`src/rtl/spi_ram_pkg.sv`:
```
// rtl/spi_ram_pkg.sv - shared opcodes, FSM states and frame geometry for the SPI RAM initiator
package spi_ram_pkg;

  typedef enum logic [1:0] {
    WR_ADDR = 2'b00,
    WR_DATA = 2'b01,
    RD_ADDR = 2'b10,
    RD_DATA = 2'b11
  } op_e;

  typedef enum logic [2:0] {
    S_IDLE,
    S_CTRL,
    S_SHIFT,
    S_WAIT,
    S_READ,
    S_GAP
  } state_e;

  localparam int CTRL_BITS = 1;
  localparam int WORD_BITS = 10;
  localparam int DATA_BITS = 8;

endpackage

```
`src/rtl/spi_ram_master.sv`:
```
// rtl/spi_ram_master.sv - serialises one-byte RAM commands into SPI frames and returns read bytes
module spi_ram_master
  import spi_ram_pkg::*;
#(
  parameter int RD_WAIT = 2
) (
  input  logic       CLK,
  input  logic       rst_n,
  input  logic       cmd_valid,
  output logic       cmd_ready,
  input  logic [1:0] cmd_op,
  input  logic [7:0] cmd_data,
  output logic       cmd_err,
  output logic       rsp_valid,
  output logic [7:0] rsp_data,
  output logic       SS_n,
  output logic       MOSI,
  input  logic       MISO
);

  state_e                 state_q;
  op_e                    op_q;
  logic [WORD_BITS-1:0]   sh_q;
  logic [3:0]             cnt_q;
  logic [DATA_BITS-1:0]   rx_q;
  logic                   addr_pending_q;
  logic                   ss_n_q;
  logic                   mosi_q;
  logic                   ready_q;
  logic                   err_q;
  logic                   rsp_valid_q;
  logic [DATA_BITS-1:0]   rsp_data_q;

  always_ff @(posedge CLK or negedge rst_n) begin
    if (!rst_n) begin
      state_q        <= S_IDLE;
      op_q           <= WR_ADDR;
      sh_q           <= '0;
      cnt_q          <= '0;
      rx_q           <= '0;
      addr_pending_q <= 1'b0;
      ss_n_q         <= 1'b1;
      mosi_q         <= 1'b0;
      ready_q        <= 1'b0;
      err_q          <= 1'b0;
      rsp_valid_q    <= 1'b0;
      rsp_data_q     <= '0;
    end else begin
      err_q       <= 1'b0;
      rsp_valid_q <= 1'b0;
      case (state_q)
        S_IDLE: begin
          ready_q <= 1'b1;
          if (cmd_valid && ready_q) begin
            // A read-data with nothing addressed is consumed without a frame.
            if (op_e'(cmd_op) == RD_DATA && !addr_pending_q) begin
              err_q <= 1'b1;
            end else begin
              op_q    <= op_e'(cmd_op);
              sh_q    <= {cmd_op, (op_e'(cmd_op) == RD_DATA) ? 8'h00 : cmd_data};
              ready_q <= 1'b0;
              ss_n_q  <= 1'b0;
              mosi_q  <= cmd_op[1];
              state_q <= S_CTRL;
            end
          end
        end
        S_CTRL: begin
          mosi_q  <= sh_q[WORD_BITS-1];
          sh_q    <= {sh_q[WORD_BITS-2:0], 1'b0};
          cnt_q   <= 4'(WORD_BITS - 1);
          state_q <= S_SHIFT;
        end
        S_SHIFT: begin
          if (cnt_q == 4'd0) begin
            mosi_q <= 1'b0;
            if (op_q == RD_DATA) begin
              cnt_q   <= 4'(RD_WAIT - 1);
              state_q <= S_WAIT;
            end else begin
              ss_n_q  <= 1'b1;
              state_q <= S_GAP;
              if (op_q == RD_ADDR) addr_pending_q <= 1'b1;
            end
          end else begin
            mosi_q <= sh_q[WORD_BITS-1];
            sh_q   <= {sh_q[WORD_BITS-2:0], 1'b0};
            cnt_q  <= cnt_q - 4'd1;
          end
        end
        S_WAIT: begin
          if (cnt_q == 4'd0) begin
            cnt_q   <= 4'(DATA_BITS - 1);
            state_q <= S_READ;
          end else begin
            cnt_q <= cnt_q - 4'd1;
          end
        end
        S_READ: begin
          rx_q <= {rx_q[DATA_BITS-2:0], MISO};
          if (cnt_q == 4'd0) begin
            rsp_data_q     <= {rx_q[DATA_BITS-2:0], MISO};
            rsp_valid_q    <= 1'b1;
            addr_pending_q <= 1'b0;
            ss_n_q         <= 1'b1;
            state_q        <= S_GAP;
          end else begin
            cnt_q <= cnt_q - 4'd1;
          end
        end
        S_GAP: begin
          ready_q <= 1'b1;
          state_q <= S_IDLE;
        end
        default: begin
          ss_n_q  <= 1'b1;
          mosi_q  <= 1'b0;
          state_q <= S_IDLE;
        end
      endcase
    end
  end

  assign cmd_ready = ready_q;
  assign cmd_err   = err_q;
  assign rsp_valid = rsp_valid_q;
  assign rsp_data  = rsp_data_q;
  assign SS_n      = ss_n_q;
  assign MOSI      = mosi_q;

endmodule

```
`config.mk`:
```
export PLATFORM = sky130hd
export DESIGN_NAME = spi_ram_master
export DESIGN_NICKNAME = d
export VERILOG_FILES = /design/src/rtl/spi_ram_pkg.sv /design/src/rtl/spi_ram_master.sv
export SDC_FILE = /design/constraint.sdc
export NUM_CORES = 1
export LEC_CHECK = 0
export ABC_AREA = 1
export BUFFER_PORTS_ARGS = -buffer_cell sky130_fd_sc_hd__buf_2
export CORE_MARGIN = 3
export CORE_UTILIZATION = 30
export CTS_BUF_LIST = sky130_fd_sc_hd__clkbuf_8
export DETAILED_ROUTE_END_ITERATION = 10
export HOLD_SLACK_MARGIN = 0.02
export PLACE_DENSITY = 0.47
export SYNTH_ARGS = -nofsm -noshare
export SYNTH_HDL_FRONTEND = slang
export SYNTH_SLANG_ARGS = --single-unit
```
`constraint.sdc`:
```
create_clock -name CLK -period 1.7 [get_ports CLK]
set_clock_uncertainty 0.1 [all_clocks]
set_input_delay 0.17 -clock CLK [delete_from_list [all_inputs] [get_ports CLK]]
set_output_delay 0.17 -clock CLK [all_outputs]
set_load 0.01 [all_outputs]
```
== After elaboration in Yosys (flattened, before gate mapping) ==
Index checks and enable logic that the tools add are counted.
Widths: inputs -> output; s select.

* Add/subtract/negate cells: 1
* Eq/ne operators: 18
* Multiplexer cells: 39
* Bitwise logic cells: 3
* Reductions and logical operators: 19

{| class="wikitable"
|+ Operator list
! operator !! count
|-
| $mux 10 || 3
|-
| $pmux 10 s3 || 1
|-
| $mux 1 || 18
|-
| $mux 3 || 6
|-
| $ne 2x2->1 const B || 9
|-
| $mux 4 || 4
|-
| $pmux 4 s4 || 1
|-
| $pmux 3 s5 || 1
|-
| $reduce_and 5->1 || 2
|-
| $reduce_and 3->1 || 3
|-
| $mux 8 || 1
|-
| $pmux 1 s4 || 2
|-
| $eq 2x2->1 const B || 3
|-
| $eq 3x2->1 const B || 2
|-
| $eq 3x3->1 const B || 2
|-
| $reduce_and 6->1 || 1
|-
| $reduce_or 3->1 || 2
|-
| $logic_not 4->1 || 1
|-
| $pmux 1 s2 || 2
|-
| $reduce_and 4->1 || 1
|-
| $reduce_bool 2->1 || 2
|-
| $reduce_bool 4->1 || 1
|-
| $sub 4x1->4 const B || 1
|-
| $eq 3x1->1 const B || 1
|-
| other kinds (7) || 10
|}

* Register bits: 40
* Logic and storage cells: 92

== Logic depth before layout (Yosys ltp) ==
* Depth in word-level cells: 5
* Mapped depth: 10
* Mapped depth without buffers: 9

== Worst setup path before layout ==
Ideal clock, no wire load.

* Path type: register -> register
* Start: reg state_q[1]
* End: reg sh_q[1]
* Data arrival time: 1213 ps
* Required time: 1483 ps
* Path slack: 270 ps
* Cell stages (with the launch flop): 9
* Buffers on the path: 2
* Period minus slack after synthesis: 1430 ps
* Path through: dfrtp_1 -> buf_2 -> inv_1 -> nand2_1 -> nor2_2 -> nand2_2 -> buf_2 -> nand3_1 -> nand2_1

* Word-level cells in the longest chain between the ends: 3

{| class="wikitable"
|+ RTL lines
! element !! RTL line !! text
|-
| from (decl) || spi_ram_master.sv:21 || <nowiki>state_e state_q;</nowiki>
|-
| from (signal assigned) || spi_ram_master.sv:36 || <nowiki>state_q <= S_IDLE;</nowiki>
|-
| from (signal assigned) || spi_ram_master.sv:64 || <nowiki>state_q <= S_CTRL;</nowiki>
|-
| from (signal assigned) || spi_ram_master.sv:72 || <nowiki>state_q <= S_SHIFT;</nowiki>
|-
| $eq 3x2->1, or another cell as far along || spi_ram_master.sv:51 || <nowiki>case (state_q)</nowiki>
|-
| $ne 2x2->1 (no line) or $reduce_bool 3->1 (tied branches) || n/a ||
|-
| $reduce_and 4->1 (no line) || n/a ||
|-
| to (signal assigned) || spi_ram_master.sv:60 || <nowiki>sh_q <= {cmd_op, (op_e'(cmd_op) == RD_DATA) ? 8'h00 : cmd_data};</nowiki>
|-
| to (signal assigned) || spi_ram_master.sv:70 || <nowiki>sh_q <= {sh_q[WORD_BITS-2:0], 1'b0};</nowiki>
|-
| to (signal assigned) || spi_ram_master.sv:87 || <nowiki>sh_q <= {sh_q[WORD_BITS-2:0], 1'b0};</nowiki>
|-
| to (decl) || spi_ram_master.sv:23 || <nowiki>logic [WORD_BITS-1:0] sh_q;</nowiki>
|}

Several ways; a longest one is shown, not always the timed one.
A chain may end at the register's enable or synchronous reset.

== Worst setup path after layout ==
* Start: reg state_q[2]
* End: reg state_q[2]

* Word-level cells in the longest chain between the ends: 3

{| class="wikitable"
|+ RTL lines
! element !! RTL line
|-
| $eq 3x2->1, or another cell as far along || spi_ram_master.sv:51
|-
| $ne 2x2->1 (no line) || n/a
|-
| $reduce_and 5->1 (no line) || n/a
|}

Several ways; a longest one is shown, not always the timed one.

==> results.txt <==
The run finished with clean final reports. The floorplan has 29 rows. Entering global routing, the biggest net connects 24 pins.

The floorplan core area came out at 6460 um2. The worst vdd rail ir drop is ~600 uV. The overall track demand over capacity in global routing is 14.1%. The peak clock frequency supported by timing is approximately 0.64 GHz. In this run the critical register-to-register path is captured at state_q[2]. The worst hold path passes through 3 cells. The worst hold path terminates at cmd_err. The layout-stage area growth over the synthesis result came out at 24.9%. Setup total negative slack on the finished layout was measured at 0 ps. Counting instances in the post-synthesis netlist gives the leading cell types as 108 x nand2_1, 39 x dfrtp_1, 24 x nand3_1, 22 x inv_1, 16 x o21ai_1. The worst setup path is captured at a flop. The final non-filler cell area is 2540 um2. The die covers a little under 8000 um2. The number of sinks on the clock net is 40. The number of antenna cells inserted is 0.

The pin slew with the least headroom to its limit came out at between 400 and 500 ps. The critical path is of the reg2reg type. Of the cells placed in the final design, the portion with a size suffix greater than 1 is between 20% and 30%. The post-detailed-placement half-perimeter wirelength is approximately 3600 um. Ranked by total cell area, the synthesized netlist is headed by dfrtp_1 48%, nand2_1 20%, nand3_1 5.9%. For the finished layout, the period the worst path requires is roughly 1600 ps. For this block, the via count after detailed routing is about 1,800. The via density per instance is around 4.6. The arrival time of data at the critical path endpoint came out at approximately 1700 ps. The number of enable-type register cells in the synthesized netlist is 0. The number of iterations in the first detailed-routing pass came out at 4. Counting the buffers created by CTS gives 5. The worst hold-check path type is in2reg. Yosys instantiated no cell more often than nand2_1.

After synthesis, the mean cell area works out to 7.54 um2. In this run, synthesis produced a sequential element count of 40. The number of global-route vias before repair came out at between 1,500 and 2,000. The boundary pin count is 27. The setup violation total in the final timing report came out at 0. The post-detailed-routing wire length is a little under 5000 um. The floorplan step set the die width to just under 90 um. In this run the cell area measured after placement is roughly 2400 um2. The number of H-tree levels is 2.

After detailed routing, the number of remaining DRC violations is 0. After synthesis, the largest area contributor takes up a little under half of total cell area. The area of the mapped netlist is ~2000 um2. The cell at the root of the clock tree is clkbuf_8. The count of pins over their slew limit came out at 0.

STA classifies the critical path startpoint as a flop. The largest total area in the synthesized netlist belongs to dfrtp_1. Counting every instance in the synthesized netlist gives between 200 and 300. The worst-case clock buffer depth is 2. Power spread over the standard cell area amounts to a little under 2000 nW/um2. After global routing the overflow that remains totals 0.

For this configuration, the core starts out at a cell density of approximately a third. In this run the critical register-to-register path is launched from state_q[2]. The worst path meets setup with 132 ps of slack. The number of unique standard cell types used by synthesis is 26.

TritonCTS built the clock tree. Counting flops with an async set or reset pin after synthesis yields a share of 100%. Post-CTS timing repair inserted 0 buffers for setup. The dominant synthesized flop cell is dfrtp_1.

The height of the die came out at between 80 and 90 um. The reg2reg setup slack is 130 ps. The count of nets left with antenna violations after detail routing came out at 0. The first routing iteration left 78 violations. The number of antenna violations at the first check in global routing is 0. The first global-routing pass estimated approximately 8500 um of wire.

The count of endpoints failing hold in the final timing report came out at 0. The part of the cycle the worst path needs came out at 92.2%. Routability-driven placement finished with a final weighted congestion of 0.817.

The worst setup slack after placement came out at around 130 ps. The leakage power summed over all cells came out at 0.00135 uW. The post-synthesis net count is around 290. Measured in cells, the most critical reg-to-reg path has a length of 7. The clock edge transition at the registers on the reported setup and hold paths came out at roughly 80 ps. Max-cap violations in this run came to 0. The headroom to the max-slew limit is between 60% and 70%.

The net total in the final layout came out at approximately 330. Setup repair after global routing left no endpoint under its margin. Along the worst path, the maximum fanout reaches 5. The average wire length per cell after detail routing is around 13 um. The startpoint identified for the worst hold timing path is cmd_valid. The final-layout fill cell count is approximately 700. The worst path required time came out at between 1500 and 2000 ps. The count of input and output buffers came out at 26. The proportion of synthesized chip area in sequential cells is 49.2%.

The number of warning messages in the yosys log came out at 0. The latest clock arrival within the worst-skew pair is a little under 300 ps.
[state kept, by name, summed over array words and instances, names as in the netlist]
register        count
rx_q                7
MOSI                1
rsp_valid           1
SS_n                1
sh_q               10
cnt_q               4
state_q             3
addr_pending_q      1
op_q                2
cmd_err             1
rsp_data            8
cmd_ready           1
[kinds of logic after synthesis]
logic type,share of synthesized area (%)
simple gates,34.2
buf+inv,6.39
xor+xnor,0.430
compound gates,9.16
flops,49.2
fa+ha+maj,0.615
[stage by stage]
| step | instances | util (%) | hold slack (ps) | total power (uW) |
|---|---|---|---|---|
| final | 389 | 39.4 | 35.9 | 5060 |
| after global routing | 389 | 39.4 | 47.7 | 5560 |
| after CTS | 389 | 39.2 | 27.5 | 5090 |
| after detailed placement | 380 | 36.6 | 55.6 | 3970 |
| after global placement | 380 | 36.6 | 56.5 | 3970 |
| after floorplan | 270 | - | -226 | 3190 |
[worst max-delay path, stage by stage (launching register included)]
cell and delay (ps):
dfrtp_1 470, inv_2 170, nand2_4 80, nor2_2 190, buf_4 170, nand2_1 40, and2_1 150, o21ai_1 120
[placed cells by master, fill, tap and decap left out, types with 2 or more instances in the layout]
master,netlist,final
nor2_1,13,13
nand2_4,1,2
bufinv_16,0,3
buf_12,0,3
nor2_2,3,3
o21ai_0,13,13
dfrtp_1,39,38
a21oi_1,2,2
inv_2,2,3
inv_1,22,21
buf_2,5,26
clkbuf_8,0,5
nand3b_1,2,2
nor3_1,2,2
nand3_1,24,24
nand2_1,108,108
o21ai_1,16,16
nand2_2,5,4
nor2_4,2,2
buf_4,2,11
[report_power, final]
group	leakage [uW]	total [uW]	switching, uW	internal [uW]
Clock	0.0000784	1090	351	734
Sequential	0.000511	1600	253	1350
Combinational	0.000762	2370	1460	904
Total	0.00135	5060	2070	2990
[area by class of cell]
cell class | count | area [um2] | share of cell area [%]
repair buffers | 41 | 283 | 11.1
clock buffers | 5 | 68.8 | 2.71
clock inverters | 3 | 90.1 | 3.54
flip-flops and latches | 40 | 1000 | 39.5
well taps | 77 | 96.3 | 3.79
inverters | 24 | 90.1 | 3.54
multi-input cells | 199 | 911 | 35.8
[worst max path at each step]
stage	from	end	slack [ps]	depth (start not counted)
finish	state_q[2]	state_q[2]	130	7
global route	state_q[1]	sh_q[2]	1	7
CTS	cnt_q[0]	state_q[1]	120	7
detailed placement	cnt_q[0]	sh_q[4]	130	8
global placement	state_q[1]	state_q[2]	140	7
floorplan	state_q[1]	sh_q[1]	270	8
[metal layers]
layer | up-vias | wire, um | track usage [%]
li1 | 947 | - | -
met1 | 818 | 2490 | 20.4
met2 | 32 | 2160 | 20.7
met3 | 4 | 189 | 3.54
met4 | 0 | 42 | 4.67
met5 | - | 0 | 0
[repair_timing]
| item | in CTS | in global routing |
|---|---|---|
| hold buffers | 1 | 0 |
| resized for setup | 0 | 4 |
| endpoints found under the setup margin | 0 | 17 |
| endpoints found under the hold margin | 16 | 0 |
No activity file was read; power rests on OpenSTA's default activity.
